--- src/rtl/logic_unit_pipe_if.sv ---
// logic_unit_pipe_if: operand/request and result/flag bundle for the pipelined logic unit
interface logic_unit_pipe_if #(
    parameter int WIDTH = 4
);
    logic             in_valid;
    logic             in_ready;
    logic [WIDTH-1:0] a;
    logic [WIDTH-1:0] b;
    logic [2:0]       op;
    logic             acc;
    logic             acc_clr;
    logic             out_valid;
    logic             out_ready;
    logic [WIDTH-1:0] result;
    logic             zero;
    logic             parity;
    logic             all_ones;
    logic [WIDTH-1:0] acc_q;

    modport master (
        output in_valid, a, b, op, acc, acc_clr, out_ready,
        input  in_ready, out_valid, result, zero, parity, all_ones, acc_q
    );

    modport slave (
        input  in_valid, a, b, op, acc, acc_clr, out_ready,
        output in_ready, out_valid, result, zero, parity, all_ones, acc_q
    );
endinterface

--- src/rtl/logic_unit_pipe.sv ---
// logic_unit_pipe: two-stage bitwise logic unit with optional accumulator, valid/ready handshakes
// and registered Zero/Parity/AllOnes flags that always track the driven Result.
module logic_unit_pipe #(
    parameter int WIDTH  = 4,
    parameter bit ACC_EN = 1'b1
) (
    input logic              clk,
    input logic              rst_n,
    logic_unit_pipe_if.slave bus
);
    logic [WIDTH-1:0] a_eff, f;
    logic [WIDTH-1:0] s1_q, s1_d, res_q, res_d, acc_q, acc_d;
    logic             s1_valid_q, s1_valid_d, s2_valid_q, s2_valid_d;
    logic             zero_q, zero_d, parity_q, parity_d, all_ones_q, all_ones_d;
    logic             s2_load, s2_take, rdy, accept;

    assign a_eff   = (ACC_EN && bus.acc) ? acc_q : bus.a;
    assign s2_load = !s2_valid_q || bus.out_ready;
    assign s2_take = s2_load && s1_valid_q;
    assign rdy     = !s1_valid_q || s2_load;
    assign accept  = bus.in_valid && rdy;

    always_comb begin
        case (bus.op)
            3'b000:  f = a_eff ^ bus.b;
            3'b001:  f = a_eff & bus.b;
            3'b010:  f = a_eff | bus.b;
            3'b011:  f = ~(a_eff | bus.b);
            3'b100:  f = ~(a_eff & bus.b);
            3'b101:  f = ~(a_eff ^ bus.b);
            3'b110:  f = a_eff & ~bus.b;
            default: f = ~a_eff;
        endcase
    end

    // accumulator tracks at accept time so back-to-back Acc ops never see a stale value
    always_comb begin
        s1_valid_d = accept || (s1_valid_q && !s2_load);
        s1_d       = accept ? f : s1_q;
        s2_valid_d = s2_load ? s1_valid_q : s2_valid_q;
        res_d      = s2_take ? s1_q : res_q;
        zero_d     = s2_take ? ~|s1_q : zero_q;
        parity_d   = s2_take ? ^s1_q : parity_q;
        all_ones_d = s2_take ? &s1_q : all_ones_q;
        acc_d      = bus.acc_clr ? '0 : (ACC_EN && accept) ? f : acc_q;
    end

    always_ff @(posedge clk or negedge rst_n) begin
        if (!rst_n) begin
            s1_valid_q <= 1'b0;
            s2_valid_q <= 1'b0;
            s1_q       <= '0;
            res_q      <= '0;
            zero_q     <= 1'b1;
            parity_q   <= 1'b0;
            all_ones_q <= 1'b0;
            acc_q      <= '0;
        end else begin
            s1_valid_q <= s1_valid_d;
            s2_valid_q <= s2_valid_d;
            s1_q       <= s1_d;
            res_q      <= res_d;
            zero_q     <= zero_d;
            parity_q   <= parity_d;
            all_ones_q <= all_ones_d;
            acc_q      <= acc_d;
        end
    end

    assign bus.in_ready  = rdy;
    assign bus.out_valid = s2_valid_q;
    assign bus.result    = res_q;
    assign bus.zero      = zero_q;
    assign bus.parity    = parity_q;
    assign bus.all_ones  = all_ones_q;
    assign bus.acc_q     = acc_q;
endmodule

--- src/flat_wrapper.sv ---
// flat-port wrapper written by rule: the top's interface ports become plain ports
module logic_unit_pipe_flat 
#(
    parameter int WIDTH  = 4,
    parameter bit ACC_EN = 1'b1
)
  (clk, rst_n, bus_in_valid, bus_a, bus_b, bus_op, bus_acc, bus_acc_clr, bus_out_ready, bus_in_ready, bus_out_valid, bus_result, bus_zero, bus_parity, bus_all_ones, bus_acc_q);
  logic_unit_pipe_if #(.WIDTH(WIDTH)) bus_i ();
  input logic clk;
  input logic rst_n;
  input wire logic [$bits(bus_i.in_valid)-1:0] bus_in_valid;
  input wire logic [$bits(bus_i.a)-1:0] bus_a;
  input wire logic [$bits(bus_i.b)-1:0] bus_b;
  input wire logic [$bits(bus_i.op)-1:0] bus_op;
  input wire logic [$bits(bus_i.acc)-1:0] bus_acc;
  input wire logic [$bits(bus_i.acc_clr)-1:0] bus_acc_clr;
  input wire logic [$bits(bus_i.out_ready)-1:0] bus_out_ready;
  output wire logic [$bits(bus_i.in_ready)-1:0] bus_in_ready;
  output wire logic [$bits(bus_i.out_valid)-1:0] bus_out_valid;
  output wire logic [$bits(bus_i.result)-1:0] bus_result;
  output wire logic [$bits(bus_i.zero)-1:0] bus_zero;
  output wire logic [$bits(bus_i.parity)-1:0] bus_parity;
  output wire logic [$bits(bus_i.all_ones)-1:0] bus_all_ones;
  output wire logic [$bits(bus_i.acc_q)-1:0] bus_acc_q;
  assign bus_i.in_valid = bus_in_valid;
  assign bus_i.a = bus_a;
  assign bus_i.b = bus_b;
  assign bus_i.op = bus_op;
  assign bus_i.acc = bus_acc;
  assign bus_i.acc_clr = bus_acc_clr;
  assign bus_i.out_ready = bus_out_ready;
  assign bus_in_ready = bus_i.in_ready;
  assign bus_out_valid = bus_i.out_valid;
  assign bus_result = bus_i.result;
  assign bus_zero = bus_i.zero;
  assign bus_parity = bus_i.parity;
  assign bus_all_ones = bus_i.all_ones;
  assign bus_acc_q = bus_i.acc_q;
  logic_unit_pipe #(.WIDTH(WIDTH), .ACC_EN(ACC_EN)) u_core (.clk(clk), .rst_n(rst_n), .bus(bus_i));
endmodule
--- config.mk ---
export PLATFORM = sky130hd
export DESIGN_NAME = logic_unit_pipe_flat
export DESIGN_NICKNAME = d
export VERILOG_FILES = /design/src/rtl/logic_unit_pipe_if.sv /design/src/rtl/logic_unit_pipe.sv /design/src/flat_wrapper.sv
export SDC_FILE = /design/constraint.sdc
export NUM_CORES = 1
export LEC_CHECK = 0
export CAP_MARGIN = 10
export CORE_ASPECT_RATIO = 0.9
export CORE_MARGIN = 1
export CORE_UTILIZATION = 23
export DETAILED_ROUTE_END_ITERATION = 10
export PLACE_DENSITY = 0.55
export SKIP_CTS_REPAIR_TIMING = 1
export SLEW_MARGIN = 15
export SYNTH_ARGS = -nofsm -noshare
export SYNTH_HDL_FRONTEND = slang
export SYNTH_SLANG_ARGS = --single-unit
--- constraint.sdc ---
create_clock -name clk -period 1.7 [get_ports clk]
set_clock_uncertainty 0.15 [all_clocks]
set_input_delay 0.425 -clock clk [delete_from_list [all_inputs] [get_ports clk]]
set_output_delay 0.425 -clock clk [all_outputs]
set_load 0.005 [all_outputs]
# Yosys cells after proc, flatten, opt, wreduce, memory -nomap -nowiden
# Cells that the tools add are included.
# op_classes
n_eq_ne	6
muxes	4
bitwise_logic	9
reduce_logical	15
# op_table
cell	count
one-hot mux 4 bit (7 select lines)	1
NOT 4 bit	5
2-to-1 mux 4 bit	3
== test 3 bit, second input constant	3
AND 4 bit	2
== test 3 x 2 -> 1 bit, second input constant	2
logical NOT 1 bit	4
bitwise OR 4 bit	1
AND reduction 4 bit	1
OR reduction 4 bit	1
parity 4 bit	1
bitwise XOR 4 bit	1
== test 3 x 1 -> 1 bit, second input constant	1
logical AND 1 bit	3
logical NOT 3 bit	1
logical OR 1 bit	3
nonzero test 2 bit	1
# totals
regBits	17
inputBits	17
elab_cells	42

# Longest topological paths before layout
# depth
word_depth	6
mapped_depth	8
depth_no_buf	7

# Worst setup path before layout
# No wires, ideal clock.
# synth_timing
path_type	in2reg
from	input port bus_acc
to	register u_core.s1_q[0]
arrival_time_ps	1862
required_time_ps	1422
setup_slack_ps	-439
path_stages	8
path_buffers	1
path_cell_list	clkbuf_1 > mux2i_1 > inv_1 > ha_1 > mux2_2 > o221ai_1 > o31a_2 > o22ai_1
# synth_via
elab_chain_len	4
word_cells_on_any_way	10
# synth_lines
item	line_no	rtl
from (decl)	flat_wrapper.sv:15	input wire logic [$bits(bus_i.acc)-1:0] bus_acc;
2-to-1 mux 4 bit *	logic_unit_pipe.sv:17	assign a_eff = (ACC_EN && bus.acc) ? acc_q : bus.a;
bitwise XOR 4 bit, or another cell as far along	logic_unit_pipe.sv:25, logic_unit_pipe.sv:30	
NOT 4 bit (on tied branches)	logic_unit_pipe.sv:30, logic_unit_pipe.sv:28, logic_unit_pipe.sv:29	
one-hot mux 4 bit (7 select lines) *	logic_unit_pipe.sv:24	case (bus.op)
to (signal assigned)	logic_unit_pipe.sv:52	s1_q <= '0;
to (signal assigned)	logic_unit_pipe.sv:61	s1_q <= s1_d;
to (decl)	logic_unit_pipe.sv:12	logic [WIDTH-1:0] s1_q, s1_d, res_q, res_d, acc_q, acc_d;
# Mark *: on every way between the ends. The rest lies on a longest branch, timed or not.
# A chain may end at the register's enable or synchronous reset.

# Worst setup path in the final report
# Ends and elaborated chain as after synthesis.

==> results.md <==
* Status: finished with violations
* Failing checks: setup timing
* Largest family of logic cells by synthesized area: compound AO/OA/AOI/OAI gates
* All-Layer GR Usage at 0.0982
* Slew @ Worst Pin at 0.334 ns
* Routed WL at a little under 3 mm
* RSZ-0062 raised after global routing: yes
* VDD IR max at 0.314 mV
* Worst-Skew Late Latency at 0.25 ns
* Final Max Slew Viols at 0
* Switch share at 0.297
* Mean area per synthesized cell at 9.95 um^2
* Routed WL per cell at 11.4 um
* # DRC at 0
* Total iterations of the first detailed-routing run at 4
* Yosys warns at 0
* Post-Synthesis Cells at 127
* Initial antenna violation count at 0
* Root Driver: clkbuf_8
* Rel. slew slack at 0.777
* Synth top area cells: dfrtp_1 32%, ha_1 16%, mux2i_1 7.1%, o21ai_0 4.4%, inv_1 3.9%
* Required @ worst endpoint at 1.68 ns
* CP endpoint kind: register
* Worst-path clk slew at roughly 0.060 ns
* Synth top area share at 0.317
* Hold Crit Class: register to register
* Number of synthesized register bits at 17
* CTS Sinks at 17
* Yosys top cell by area: dfrtp_1
* Area of the core at 0.00529 mm^2
* Post-route ant nets at 0
* GRT overflow at 0
* Vert. Die Dim at roughly 72 um
* Clock power share at 0.209
* Number of synthesized flops with an enable pin at 0
* Syn_nets at 160
* Post-synthesis adder-cell area fraction at 0.158
* Post-route cell area at around 0.0022 mm^2
* Effective utilization at floorplan at 0.239
* Crit Path Class: input port to register
* Final non-filler cell total at roughly 260
* Synth cell count leaders: 16 x dfrtp_1, 16 x ha_1, 13 x inv_1
* Post-synthesis mux area share at 0.0980
* Port-buffer cells at 29
* CTS tree: done
* Max cap viols at 0
* Yosys cell types at 32
* Tcrit/Tclk final at 1.08
* Xor/xnor share of the synthesized area at 0.0277
* Placed Instance Area at 0.00183 mm^2
* Setup ws final at -0.138 ns
* Sequential-to-total area share from yosys stat at 0.338
* Final hold vios at 0
* Crit path DAT at 1.82 ns
* Mapped cell area at about 0.0013 mm^2
* CP Launch Type: input port
* Final HPWL DP at between 2 and 2.5 mm
* Num CTS Buffers at 3
* Antenna diode count at 0
* 1st-iter DRT viols at 33
* Placer's final routability congestion estimate at about 0.72
* P per Cell Area at 660 mW/mm^2
* Vias in the first global route at 994
* P_int at 1.00 mW
* Achievable Freq at between 500 and 600 MHz
* Post-synthesis compound-gate area fraction at 0.181
* Sw Pwr at 0.423 mW
* Die footprint at just under 0.006 mm^2
* Final hold slack at 0.323 ns
* Inst Count DP at between 200 and 250
* Endpoints failing setup at 8
* Flop pwr share at 0.363
* LEAKAGE at 1.13 nW
* CP max FO at 3
* Htree depth at 1
* Share of cells above drive strength 1 at 0.392
* Vias at 1114
* Num ports at 30
* Min Tclk post-route at 1.84 ns
* Async set-reset flop share out of synthesis at 1.00
* Clk buf depth at 2
* Largest net degree at the start of global routing at 18
* First-pass GRT wire length at roughly 4.6 mm
* Area Growth Syn to Fin at 70.9%
* Site Rows at 25
* Nets@finish at 223
* Comb pwr share at 0.428
* Top_reg_cell synth: dfrtp_1
* Simple logic cell fraction of the synthesized area at 0.129
* Vias per std cell at 4.35
* Die Span X at roughly 80 um
layout by cell type, fill, tap and decap left out, types with 3 or more instances in the layout:
cell type | synthesis | routed
xnor2_1 | 4 | 4
ha_1 | 16 | 8
inv_1 | 13 | 5
inv_2 | 0 | 8
clkdlybuf4s50_1 | 0 | 7
mux2i_4 | 0 | 4
o31ai_1 | 3 | 3
o21ai_0 | 11 | 9
o22ai_1 | 4 | 3
ha_4 | 0 | 7
clkbuf_8 | 0 | 3
buf_6 | 1 | 4
mux2i_1 | 9 | 4
dlymetal6s2s_1 | 0 | 20
nand2_1 | 11 | 11
dfrtp_1 | 16 | 16
buf_4 | 2 | 30
nand2b_1 | 3 | 3
nand3b_1 | 5 | 5
through the flow:
step / setup TNS [ns] / setup WS, ns / total power, mW / util
2_1_floorplan: -1.68 / -0.274 / 0.783 / -
3_3_place_gp: -7.25 / -0.896 / 1.04 / 0.347
3_5_place_dp: -7.48 / -0.928 / 1.05 / 0.347
4_1_cts: -6.00 / -0.665 / 1.35 / 0.355
5_1_grt: -1.46 / -0.224 / 1.53 / 0.409
6_report: -0.895 / -0.138 / 1.43 / 0.409
routing by layer:
metal,vias to the layer above,GRT usage,part of all wire
met1,515,0.136,0.45
met2,27,0.160,0.50
met5,-,0,0
li1,569,-,-
met4,0,0.0298,0.0092
met3,3,0.0113,0.038
flip-flops by register name (all words and copies together), names as in the netlist:
name                  flops
u_core.s1_valid_q         1
u_core.bus.acc_q          4
u_core.bus.zero           1
u_core.bus.out_valid      1
u_core.s1_q               4
u_core.bus.result         4
u_core.bus.all_ones       1
u_core.bus.parity         1
power by group through the flow:
stage          combinational (mW)  clock, mW  sequential, mW
3_3_place_gp                0.518          0           0.523
4_1_cts                     0.525      0.310           0.517
6_report                    0.610      0.298           0.518
5_1_grt                     0.677      0.331           0.525
2_1_floorplan               0.257          0           0.526
3_5_place_dp                0.524          0           0.525
worst max-delay path, cell delays in order:
cell,delay [ns]
buf_6,0.08
buf_8,0.12
mux2i_4,0.29
inv_2,0.09
ha_4,0.17
mux2_4,0.27
o221ai_2,0.12
o31a_2,0.20
o22ai_2,0.06
worst paths after layout:
| path | slack [ns] | start | to | cells past startpoint |
|---|---|---|---|---|
| max in group asynchronous | 0.80 | rst_n | u_core.bus.zero | 2 |
| worst max register to register | -0.11 | u_core.bus.acc_q[1] | u_core.bus.acc_q[1] | 6 |
| worst min-delay path | 0.32 | u_core.bus.zero | u_core.bus.zero | 2 |
| worst min register to register | 0.32 | u_core.bus.zero | u_core.bus.zero | 2 |
| min in group asynchronous | 0.35 | rst_n | u_core.bus.all_ones | 2 |
| worst max-delay path | -0.14 | bus_acc | u_core.s1_q[0] | 9 |
kinds of logic after synthesis:
kind of cell | after synthesis
simple gates | 30
compound gates | 29
buf+inv | 19
flops | 17
fa+ha+maj | 16
mux | 12
xor+xnor | 4
layout make-up:
type,instances,area (um^2)
Fill cell,512,3130
Clock buffer,4,45.0
Inverter,13,48.8
Sequential cell,17,427
Timing Repair Buffer,64,631
Multi-Input combinational cell,91,925
Tap cell,67,83.8
(Power assumes the default switching activity.)
